## src/rtl/pio_pkg.sv

```systemverilog
// Shared definitions for the PIO register initiator: FSM states, address regions,
// and register dword offsets inside the BAR0 region.
package pio_pkg;

   typedef enum logic [2:0] {
      IDLE,
      WR_WAIT,
      RD_ADDR,
      RD_WAIT,
      RESP
   } state_t;

   localparam logic [1:0] REG_BAR0 = 2'b01;
   localparam logic [1:0] REG_BIOS = 2'b11;

   localparam logic [5:0] IF_V4ADDR  = 6'h00;
   localparam logic [5:0] IF_MAC_HI  = 6'h02;
   localparam logic [5:0] IF_MAC_LO  = 6'h03;
   localparam logic [5:0] DST_V4ADDR = 6'h04;
   localparam logic [5:0] DST_MAC_HI = 6'h06;
   localparam logic [5:0] DST_MAC_LO = 6'h07;

   // The responder's write port is 8 lanes wide; only the low 4 carry dword enables.
   function automatic logic [7:0] wr_be_expand(input logic [3:0] be);
      return {4'h0, be};
   endfunction

endpackage

```

## src/rtl/pio_reg_initiator_if.sv

```systemverilog
// Command/response port of the initiator (agent is master) and the PIO
// memory-access bus toward the register responder (initiator is master).
interface pio_cmd_if;
   logic        cmd_valid;
   logic        cmd_ready;
   logic        cmd_write;
   logic [13:0] cmd_addr;
   logic [3:0]  cmd_be;
   logic [31:0] cmd_data;
   logic        rsp_valid;
   logic        rsp_ready;
   logic [31:0] rsp_data;
   logic        rsp_err;

   modport master (
      output cmd_valid, cmd_write, cmd_addr, cmd_be, cmd_data, rsp_ready,
      input  cmd_ready, rsp_valid, rsp_data, rsp_err
   );

   modport slave (
      input  cmd_valid, cmd_write, cmd_addr, cmd_be, cmd_data, rsp_ready,
      output cmd_ready, rsp_valid, rsp_data, rsp_err
   );
endinterface

interface pio_mem_if;
   logic [13:0] rd_addr;
   logic [3:0]  rd_be;
   logic [31:0] rd_data;
   logic [13:0] wr_addr;
   logic [7:0]  wr_be;
   logic [31:0] wr_data;
   logic        wr_en;
   logic        wr_busy;

   modport master (
      output rd_addr, rd_be, wr_addr, wr_be, wr_data, wr_en,
      input  rd_data, wr_busy
   );

   modport slave (
      input  rd_addr, rd_be, wr_addr, wr_be, wr_data, wr_en,
      output rd_data, wr_busy
   );
endinterface

```

## src/rtl/pio_reg_initiator.sv

```systemverilog
// Single-outstanding register read/write master on the PIO memory-access bus,
// fed by on-chip agents through a valid/ready command and response port.
module pio_reg_initiator
   import pio_pkg::*;
#(
   parameter int unsigned RD_LAT  = 2,
   parameter int unsigned TMO_CYC = 255,
   parameter int unsigned TMO_W   = 8
) (
   input  logic      clk,
   input  logic      sys_rst_n,
   pio_cmd_if.slave  cmd,
   pio_mem_if.master mem
);

   localparam int unsigned      CNT_W    = (RD_LAT > 1) ? $clog2(RD_LAT) : 1;
   localparam logic [TMO_W-1:0] TMO_MAX  = TMO_W'(TMO_CYC);
   localparam logic [CNT_W-1:0] CNT_LAST = CNT_W'(RD_LAT - 1);

   state_t            state;
   state_t            state_nxt;
   logic [13:0]       addr_q;
   logic [3:0]        be_q;
   logic [31:0]       data_q;
   logic [TMO_W-1:0]  tmo;
   logic [TMO_W-1:0]  tmo_nxt;
   logic [TMO_W-1:0]  tmo_inc;
   logic [CNT_W-1:0]  cnt;
   logic [CNT_W-1:0]  cnt_nxt;

   logic              accept;
   logic              rsp_done;
   logic              wr_timeout;
   logic              rd_done;

   logic              cmd_ready_nxt;
   logic              rsp_valid_nxt;
   logic [31:0]       rsp_data_nxt;
   logic              rsp_err_nxt;
   logic [13:0]       rd_addr_nxt;
   logic [3:0]        rd_be_nxt;
   logic [13:0]       wr_addr_nxt;
   logic [7:0]        wr_be_nxt;
   logic [31:0]       wr_data_nxt;
   logic              wr_en_nxt;

   assign accept     = (state == IDLE) && cmd.cmd_valid && cmd.cmd_ready;
   assign rsp_done   = cmd.rsp_valid && cmd.rsp_ready;
   assign tmo_inc    = (tmo == TMO_MAX) ? tmo : tmo + TMO_W'(1);
   assign wr_timeout = mem.wr_busy && (tmo_inc == TMO_MAX);
   assign rd_done    = (cnt == CNT_LAST);

   always_ff @(posedge clk or negedge sys_rst_n) begin
      if (!sys_rst_n) begin
         state         <= IDLE;
         tmo           <= '0;
         cnt           <= '0;
         addr_q        <= '0;
         be_q          <= '0;
         data_q        <= '0;
         cmd.cmd_ready <= 1'b0;
         cmd.rsp_valid <= 1'b0;
         cmd.rsp_data  <= '0;
         cmd.rsp_err   <= 1'b0;
         mem.rd_addr   <= '0;
         mem.rd_be     <= '0;
         mem.wr_addr   <= '0;
         mem.wr_be     <= '0;
         mem.wr_data   <= '0;
         mem.wr_en     <= 1'b0;
      end else begin
         state         <= state_nxt;
         tmo           <= tmo_nxt;
         cnt           <= cnt_nxt;
         if (accept) begin
            addr_q <= cmd.cmd_addr;
            be_q   <= cmd.cmd_be;
            data_q <= cmd.cmd_data;
         end
         cmd.cmd_ready <= cmd_ready_nxt;
         cmd.rsp_valid <= rsp_valid_nxt;
         cmd.rsp_data  <= rsp_data_nxt;
         cmd.rsp_err   <= rsp_err_nxt;
         mem.rd_addr   <= rd_addr_nxt;
         mem.rd_be     <= rd_be_nxt;
         mem.wr_addr   <= wr_addr_nxt;
         mem.wr_be     <= wr_be_nxt;
         mem.wr_data   <= wr_data_nxt;
         mem.wr_en     <= wr_en_nxt;
      end
   end

   always_comb begin
      state_nxt = state;
      tmo_nxt   = tmo;
      cnt_nxt   = cnt;
      case (state)
         IDLE: begin
            tmo_nxt = '0;
            cnt_nxt = '0;
            if (accept) state_nxt = cmd.cmd_write ? WR_WAIT : RD_ADDR;
         end
         WR_WAIT: begin
            if (!mem.wr_busy || wr_timeout) state_nxt = RESP;
            if (mem.wr_busy)                tmo_nxt   = tmo_inc;
         end
         RD_ADDR: begin
            cnt_nxt   = '0;
            state_nxt = RD_WAIT;
         end
         RD_WAIT: begin
            if (rd_done) state_nxt = RESP;
            else         cnt_nxt   = cnt + CNT_W'(1);
         end
         RESP: begin
            if (rsp_done) state_nxt = IDLE;
         end
         default: state_nxt = IDLE;
      endcase
   end

   // Outputs are registered, so this computes their values for the next cycle.
   // rsp_valid rises one cycle after RESP entry, which puts it right after the wr_en pulse.
   always_comb begin
      cmd_ready_nxt = (state_nxt == IDLE);
      rsp_valid_nxt = (state == RESP) && !rsp_done;
      rsp_data_nxt  = cmd.rsp_data;
      rsp_err_nxt   = cmd.rsp_err;
      rd_addr_nxt   = mem.rd_addr;
      rd_be_nxt     = mem.rd_be;
      wr_addr_nxt   = mem.wr_addr;
      wr_be_nxt     = mem.wr_be;
      wr_data_nxt   = mem.wr_data;
      wr_en_nxt     = 1'b0;
      case (state)
         WR_WAIT: begin
            if (!mem.wr_busy) begin
               wr_en_nxt    = 1'b1;
               wr_addr_nxt  = addr_q;
               wr_be_nxt    = wr_be_expand(be_q);
               wr_data_nxt  = data_q;
               rsp_data_nxt = '0;
               rsp_err_nxt  = 1'b0;
            end else if (wr_timeout) begin
               rsp_data_nxt = '0;
               rsp_err_nxt  = 1'b1;
            end
         end
         RD_ADDR: begin
            rd_addr_nxt = addr_q;
            rd_be_nxt   = be_q;
         end
         RD_WAIT: begin
            if (rd_done) begin
               rsp_data_nxt = mem.rd_data;
               rsp_err_nxt  = 1'b0;
            end
         end
         default: ;
      endcase
   end

endmodule

```

## src/flat_wrapper.sv

```systemverilog
// flat-port wrapper written by rule: the top's interface ports become plain ports
module pio_reg_initiator_flat import pio_pkg::*;
#(
   parameter int unsigned RD_LAT  = 2,
   parameter int unsigned TMO_CYC = 255,
   parameter int unsigned TMO_W   = 8
)
  (clk, sys_rst_n, cmd_cmd_valid, cmd_cmd_write, cmd_cmd_addr, cmd_cmd_be, cmd_cmd_data, cmd_rsp_ready, cmd_cmd_ready, cmd_rsp_valid, cmd_rsp_data, cmd_rsp_err, mem_rd_addr, mem_rd_be, mem_wr_addr, mem_wr_be, mem_wr_data, mem_wr_en, mem_rd_data, mem_wr_busy);
  pio_cmd_if cmd_i ();
  pio_mem_if mem_i ();
  input  logic clk;
  input  logic sys_rst_n;
  input wire logic [$bits(cmd_i.cmd_valid)-1:0] cmd_cmd_valid;
  input wire logic [$bits(cmd_i.cmd_write)-1:0] cmd_cmd_write;
  input wire logic [$bits(cmd_i.cmd_addr)-1:0] cmd_cmd_addr;
  input wire logic [$bits(cmd_i.cmd_be)-1:0] cmd_cmd_be;
  input wire logic [$bits(cmd_i.cmd_data)-1:0] cmd_cmd_data;
  input wire logic [$bits(cmd_i.rsp_ready)-1:0] cmd_rsp_ready;
  output wire logic [$bits(cmd_i.cmd_ready)-1:0] cmd_cmd_ready;
  output wire logic [$bits(cmd_i.rsp_valid)-1:0] cmd_rsp_valid;
  output wire logic [$bits(cmd_i.rsp_data)-1:0] cmd_rsp_data;
  output wire logic [$bits(cmd_i.rsp_err)-1:0] cmd_rsp_err;
  output wire logic [$bits(mem_i.rd_addr)-1:0] mem_rd_addr;
  output wire logic [$bits(mem_i.rd_be)-1:0] mem_rd_be;
  output wire logic [$bits(mem_i.wr_addr)-1:0] mem_wr_addr;
  output wire logic [$bits(mem_i.wr_be)-1:0] mem_wr_be;
  output wire logic [$bits(mem_i.wr_data)-1:0] mem_wr_data;
  output wire logic [$bits(mem_i.wr_en)-1:0] mem_wr_en;
  input wire logic [$bits(mem_i.rd_data)-1:0] mem_rd_data;
  input wire logic [$bits(mem_i.wr_busy)-1:0] mem_wr_busy;
  assign cmd_i.cmd_valid = cmd_cmd_valid;
  assign cmd_i.cmd_write = cmd_cmd_write;
  assign cmd_i.cmd_addr = cmd_cmd_addr;
  assign cmd_i.cmd_be = cmd_cmd_be;
  assign cmd_i.cmd_data = cmd_cmd_data;
  assign cmd_i.rsp_ready = cmd_rsp_ready;
  assign cmd_cmd_ready = cmd_i.cmd_ready;
  assign cmd_rsp_valid = cmd_i.rsp_valid;
  assign cmd_rsp_data = cmd_i.rsp_data;
  assign cmd_rsp_err = cmd_i.rsp_err;
  assign mem_rd_addr = mem_i.rd_addr;
  assign mem_rd_be = mem_i.rd_be;
  assign mem_wr_addr = mem_i.wr_addr;
  assign mem_wr_be = mem_i.wr_be;
  assign mem_wr_data = mem_i.wr_data;
  assign mem_wr_en = mem_i.wr_en;
  assign mem_i.rd_data = mem_rd_data;
  assign mem_i.wr_busy = mem_wr_busy;
  pio_reg_initiator #(.RD_LAT(RD_LAT), .TMO_CYC(TMO_CYC), .TMO_W(TMO_W)) u_core (.clk(clk), .sys_rst_n(sys_rst_n), .cmd(cmd_i), .mem(mem_i));
endmodule
```

## config.mk

```make
export PLATFORM = sky130hd
export DESIGN_NAME = pio_reg_initiator_flat
export DESIGN_NICKNAME = d
export VERILOG_FILES = /design/src/rtl/pio_pkg.sv /design/src/rtl/pio_reg_initiator_if.sv /design/src/rtl/pio_reg_initiator.sv /design/src/flat_wrapper.sv
export SDC_FILE = /design/constraint.sdc
export NUM_CORES = 1
export LEC_CHECK = 0
export CORE_MARGIN = 2
export CORE_UTILIZATION = 51
export DETAILED_ROUTE_END_ITERATION = 10
export HOLD_SLACK_MARGIN = 0.05
export PLACE_DENSITY_LB_ADDON = 0.3
export SYNTH_ARGS = -nofsm -noshare
export SYNTH_HDL_FRONTEND = slang
export SYNTH_SLANG_ARGS = --single-unit
```

## constraint.sdc

```tcl
create_clock -name clk -period 3.9 [get_ports clk]
set_clock_uncertainty 0.15 [all_clocks]
set_input_delay 0.78 -clock clk [delete_from_list [all_inputs] [get_ports clk]]
set_output_delay 0.78 -clock clk [all_outputs]
set_load 0.03 [all_outputs]
```

---- After elaboration in Yosys (flattened, before gate mapping) ----
Index checks and enable logic that the tools add are counted.
cells by class
  bitwise operators ....................... 1
  reductions and logical operators ........ 17
  muxes and demuxes ....................... 21
  equality and inequality tests ........... 9
  $add $sub $neg .......................... 2
operators with widths
  cell                                                   number
  2-to-1 mux 32 bit                                      3
  case mux 32 bit (2 select lines)                       1
  equality test 8 bit, second input constant             2
  2-to-1 mux 8 bit                                       2
  case mux 8 bit (2 select lines)                        1
  case mux 3 bit (5 select lines)                        1
  2-to-1 mux 3 bit                                       4
  adder 8 x 1 -> 8 bit, second input constant            1
  equality test 3 x 2 -> 1 bit, second input constant    2
  zero test 3 bit                                        2
  2-to-1 mux 1 bit                                       6
  nonzero test 2 bit                                     3
  logical AND 1 bit                                      5
  case mux 1 bit (2 select lines)                        2
  AND reduction 2 bit                                    2
  equality test 3 x 1 -> 1 bit, second input constant    1
  equality test 3 bit, second input constant             1
  inequality test 3 x 2 -> 1 bit, second input constant  1
  AND reduction 3 bit                                    1
  zero test 1 bit                                        2
  2-to-1 mux 2 bit                                       1
  inequality test 2 x 1 -> 1 bit, second input constant  1
  inequality test 2 bit, second input constant           1
  OR reduction 2 bit                                     1
  3 further kinds                                        3
storage, ports and cells
  logic and storage cells ................. 66
  output and inout port bits .............. 108
  register bits after elaboration ......... 166
  input bits .............................. 88

---- Depth between registers and ports, before layout ----
  depth after elaboration ................. 8
  gate-level depth with buffers ........... 8

---- Worst setup path after synthesis ----
OpenSTA, ideal clock, no wires.
  path kind ............................... flip-flop to flip-flop
  start point ............................. register u_core.tmo[0]
  end point ............................... register u_core.state[0]
  setup time .............................. 126 ps
  cell stages (with the launch flop) ...... 8
  required time ........................... 3624 ps
  clock period less this slack ............ 2248 ps
  setup slack ............................. 1652 ps
  data arrival time ....................... 1972 ps
  path through ............................ dfrtp_1 -> ha_1 -> buf_2 -> nand2_1 -> a41oi_1 -> or3_4 -> or3_1 -> a221o_1
on the way
  word-level cells in the longest chain between the ends .. 7
ends and longest elaborated chain
  element                                                             line                      source
  start, declared                                                     pio_reg_initiator.sv:25   logic [TMO_W-1:0] tmo;
  start signal, assigned                                              pio_reg_initiator.sv:73   tmo <= tmo_nxt;
  adder 8 x 1 -> 8 bit / equality test 8 bit (equally long branches)  pio_reg_initiator.sv:49   assign tmo_inc = (tmo == TMO_MAX) ? tmo : tmo + TMO_W'(1);
  2-to-1 mux 8 bit *                                                  pio_reg_initiator.sv:49
  equality test 8 bit *                                               pio_reg_initiator.sv:50   assign wr_timeout = mem.wr_busy && (tmo_inc == TMO_MAX);
  logical AND 1 bit *                                                 pio_reg_initiator.sv:50
  logical OR 1 bit *                                                  pio_reg_initiator.sv:104  if (!mem.wr_busy || wr_timeout) state_nxt = RESP;
  2-to-1 mux 3 bit *                                                  pio_reg_initiator.sv:104
  case mux 3 bit (5 select lines) *                                   pio_reg_initiator.sv:97   case (state)
  named net u_core.state_nxt[0]                                       pio_reg_initiator.sv:21   state_t state_nxt;
  end signal, assigned                                                pio_reg_initiator.sv:72   state <= state_nxt;
  end, declared                                                       pio_reg_initiator.sv:20   state_t state;
The timed path passes the listed nets; every way through them passes the cells marked *.
A chain may end at the register's enable or synchronous reset.

---- Final worst setup path ----
  start point ............................. register u_core.tmo[0]
  end point ............................... register u_core.cmd.rsp_data[10]
on the way
  word-level cells in the longest chain between the ends .. 6
ends and longest elaborated chain
  element                                                             line                        source
  adder 8 x 1 -> 8 bit / equality test 8 bit (equally long branches)  pio_reg_initiator.sv:49
  2-to-1 mux 8 bit *                                                  pio_reg_initiator.sv:49
  equality test 8 bit *                                               pio_reg_initiator.sv:50
  logical AND 1 bit *                                                 pio_reg_initiator.sv:50
  inequality test 3 x 2 -> 1 bit (no line) *                          --
  AND reduction 3 bit (no line) *                                     --
  end signal, assigned                                                pio_reg_initiator.sv:82     cmd.rsp_data <= rsp_data_nxt;
  end, declared                                                       pio_reg_initiator_if.sv:22  output cmd_ready, rsp_valid, rsp_data, rsp_err
Mark *: on every way between the ends. The rest lies on a longest branch, timed or not.

==> key figures <==
GRT
  • GRT overflow: 0
  • Initial antenna violation count: 0
  • Largest net degree at the start of global routing: 96
  • Gr usage total: 0.247
  • Number of global-route vias before repair: 5,386
  • First-pass GRT wire length: 27,300 um

Synthesis
  • Main combinational cell family by area after synthesis: simple AND/OR/NAND/NOR gates
  • Post-Synth Adder-Cell Area: 0.00187
  • Syn avg cell area: 10.9 um2
  • Post-synthesis mux area share: 0.115
  • Xor/xnor share of the synthesized area: 0
  • EDFF count, synth: 0
  • Area fraction in and, or, nand and nor cells after synthesis: 0.169
  • Synth Flop Type: dfrtp_1
  • Syn Inst Count: 613
  • Synth top area cells: dfrtp_1 (62%), mux2_2 (11%), nand2_1 (11%)
  • Unique cell type count in the Yosys netlist: 44
  • Synth top cells by count: nand2_1 (193), dfrtp_1 (166), mux2_2 (68)
  • Sequential element share of the synthesized area: 0.622
  • Area leader, netlist: dfrtp_1
  • Area share of the largest cell type after synthesis: 0.622
  • Synth Warn #: 0
  • Synth Area in Compound Gates: 0.0613
  • Fraction of registers with async set/reset: 1.00
  • Synth Cell Area: 0.00668 mm2
  • Flops & latches, synth: 166
  • Top-count cell post-synth: nand2_1

Floorplanning
  • I/O Pins: 196
  • Core ar.: 0.0127 mm2
  • Die area: 0.0140 mm2
  • Starting Density: 0.525
  • Die Y: 118 um
  • Row count: 41
  • Die outline width: 118 um

Worst setup path
  • CP Cell Sequence: ha_1 > nand4_1 > nor3_1 > o221ai_2 > nor4_4 > buf_4 > o21ai_0
  • CP max-delay cell: dfrtp_1
  • Crit path DAT: 2680 ps
  • Startpoint Class: flip-flop
  • Critical path endpoint category: flip-flop
  • CP Max Fanout: 32
  • WP data required: 4030 ps
  • Worst path max stage delay: 450 ps
  • Reg2reg setup slack: 1360 ps
  • Worst Path Class, Setup: reg -> reg

Clock network
  • Clock sinks: 166
  • # hold bufs at CTS: 0
  • Post-CTS sizing: 0
  • Inserted Clock Buffers: 17
  • Clock Latency Late Sink: 420 ps
  • Post-CTS setup buffers: 0
  • TritonCTS clock tree: done
  • Htree depth: 4
  • Clock buffer depth: 2
  • Root buf cell: clkbuf_16
  • Clock transition at the registers of the reported paths: 60 ps

Cells and area
  • Ant. Diodes: 0
  • Sequential Area: 0.00415 mm2
  • Synthesis-to-finish area growth: 39.8%
  • Layout cell share with drive strength beyond 1: 0.148
  • Nets: 882
  • Multi-input logic area: 0.00235 mm2
  • Fillcell total: 915

Detailed routing
  • # DRC: 0
  • Via-to-Cell Ratio: 5.34
  • Drt total wl: 16,600 um
  • Final ANT Viol Nets: 0
  • Detailed Routing Iterations Pass 1: 5
  • Detailed Route Iter0 Violations: 465
  • Via count: 5,213
  • Wirelength per Cell: 17.0 um

Min path
  • Hold Path Class: in -> async

STA
  • Worst slew pin tran: 1260 ps
  • Fin crit period: 2540 ps
  • Final slew viol count: 0
  • F_max: 0.394 GHz
  • Fin. Hold Viols: 0
  • Final setup fails: 0
  • Unrepaired setup endpoints after global routing: false
  • Tcrit/Tclk final: 0.652
  • Relative slew slack: 0.160
  • Post-route setup TNS: 0 ps
  • Worst hold slack: 281 ps
  • Final WS setup: 1360 ps

Status
  • Outcome: completed

Power
  • Power consumption: 7.71 mW
  • Leakage: 4.14 nW
  • VDD IR max: 0.000585 V
  • PwrDens: 826 mW/mm2

Placed design
  • # port buffers: 191
  • Post-DP HPWL: 10,900 um
  • Dpl ws: 1090 ps
  • Placer Congestion: 0.874

Job
  • Maxcap violations: 0
-- stage by stage --
step,cell area (um2),std cells,utilization
global placement,8730,946,0.686
CTS,9340,977,0.734
detailed placement,8730,946,0.686
finish,9340,977,0.734
floorplan,6690,616,-
global route,9340,977,0.734
-- cells in the final DEF (no fill, tap or decap), drive strengths merged --
master         instances
a41o                   1
nand2b                 2
and2                   3
nor4                   1
o31a                   1
clkbuf                19
clkdlybuf4s50        190
nand3                 38
and3                   4
nand4                  2
nand3b                 3
clkinvlp               1
a41oi                  2
nand2                193
nor4b                  1
conb                   4
nor3                   3
bufinv                 3
mux2                  68
o221ai                 1
a21boi                 3
or3                    2
ha                     1
a221o                  1
dfrtp                166
o21ai                 39
a31oi                  4
a31o                   1
clkinv                 7
inv                    4
buf                    9
nor2b                  1
a21oi                 12
and4                   1
o31ai                  1
nor2                  10
a21o                   2
a32o                   1
-- per-layer routing --
metal  wire length (um)  share of wire  global-route usage
met5                  0              0                   0
met3               1310          0.079              0.0772
met4                483          0.029               0.108
met1               6950           0.42               0.313
met2               7840           0.47               0.392
-- sequential cells by signal, summed over array words and instances (netlist names) --
register,flops
u_core.data_q,32
u_core.be_q,4
u_core.cmd.rsp_data,32
u_core.state,3
u_core.mem.wr_data,32
u_core.mem.rd_addr,14
u_core.addr_q,14
u_core.cmd.cmd_ready,1
u_core.mem.wr_be,4
u_core.cmd.rsp_err,1
u_core.mem.wr_addr,14
u_core.cmd.rsp_valid,1
u_core.cnt,1
u_core.tmo,8
u_core.mem.rd_be,4
u_core.mem.wr_en,1
-- path summary, 6_finish.rpt --
check | start | to | cells past startpoint
max in group asynchronous | sys_rst_n | u_core.data_q[31] | 2
worst min register to register | u_core.data_q[21] | u_core.mem.wr_data[21] | 2
worst min-delay path | sys_rst_n | u_core.mem.wr_data[18] | 1
worst max register to register | u_core.tmo[0] | u_core.cmd.rsp_data[10] | 7
min in group clk | u_core.data_q[21] | u_core.mem.wr_data[21] | 2
worst max-delay path | u_core.tmo[0] | u_core.cmd.rsp_data[10] | 7
-- logic make-up (layout without fill, tap and decap cells) --
group                    count (synthesis)  in the layout
AO/OA/AOI/OAI                           69             69
buffers and inverters                   44            233
flip-flops                             166            166
adder cells (fa/ha/maj)                  1              1
other                                    1              4
AND/OR/NAND/NOR                        264            264
multiplexers                            68             68
-- worst max-delay path, delay by kind of cell, from the launching register on --
kind | cells | cell delay (ps)
fa+ha+maj | 1 | 410
simple gates | 3 | 710
flops | 1 | 450
compound gates | 2 | 350
buf+inv | 1 | 320
-- where the power goes --
part	switching (mW)	leakage, nW	internal, mW	total, mW
clock network	0.672	0.299	1.04	1.71
logic	1.73	1.74	1.38	3.11
registers	0.442	2.10	2.45	2.89
-- layout make-up --
cell class | instances | share of cell area
multi-input combinational | 406 | 0.252
timing repair buffer | 199 | 0.214
clock inverter | 12 | 0.0163
tap | 172 | 0.0230
clock buffer | 19 | 0.0485
inverter | 3 | 0.00121
sequential | 166 | 0.445
(Power assumes the default switching activity.)
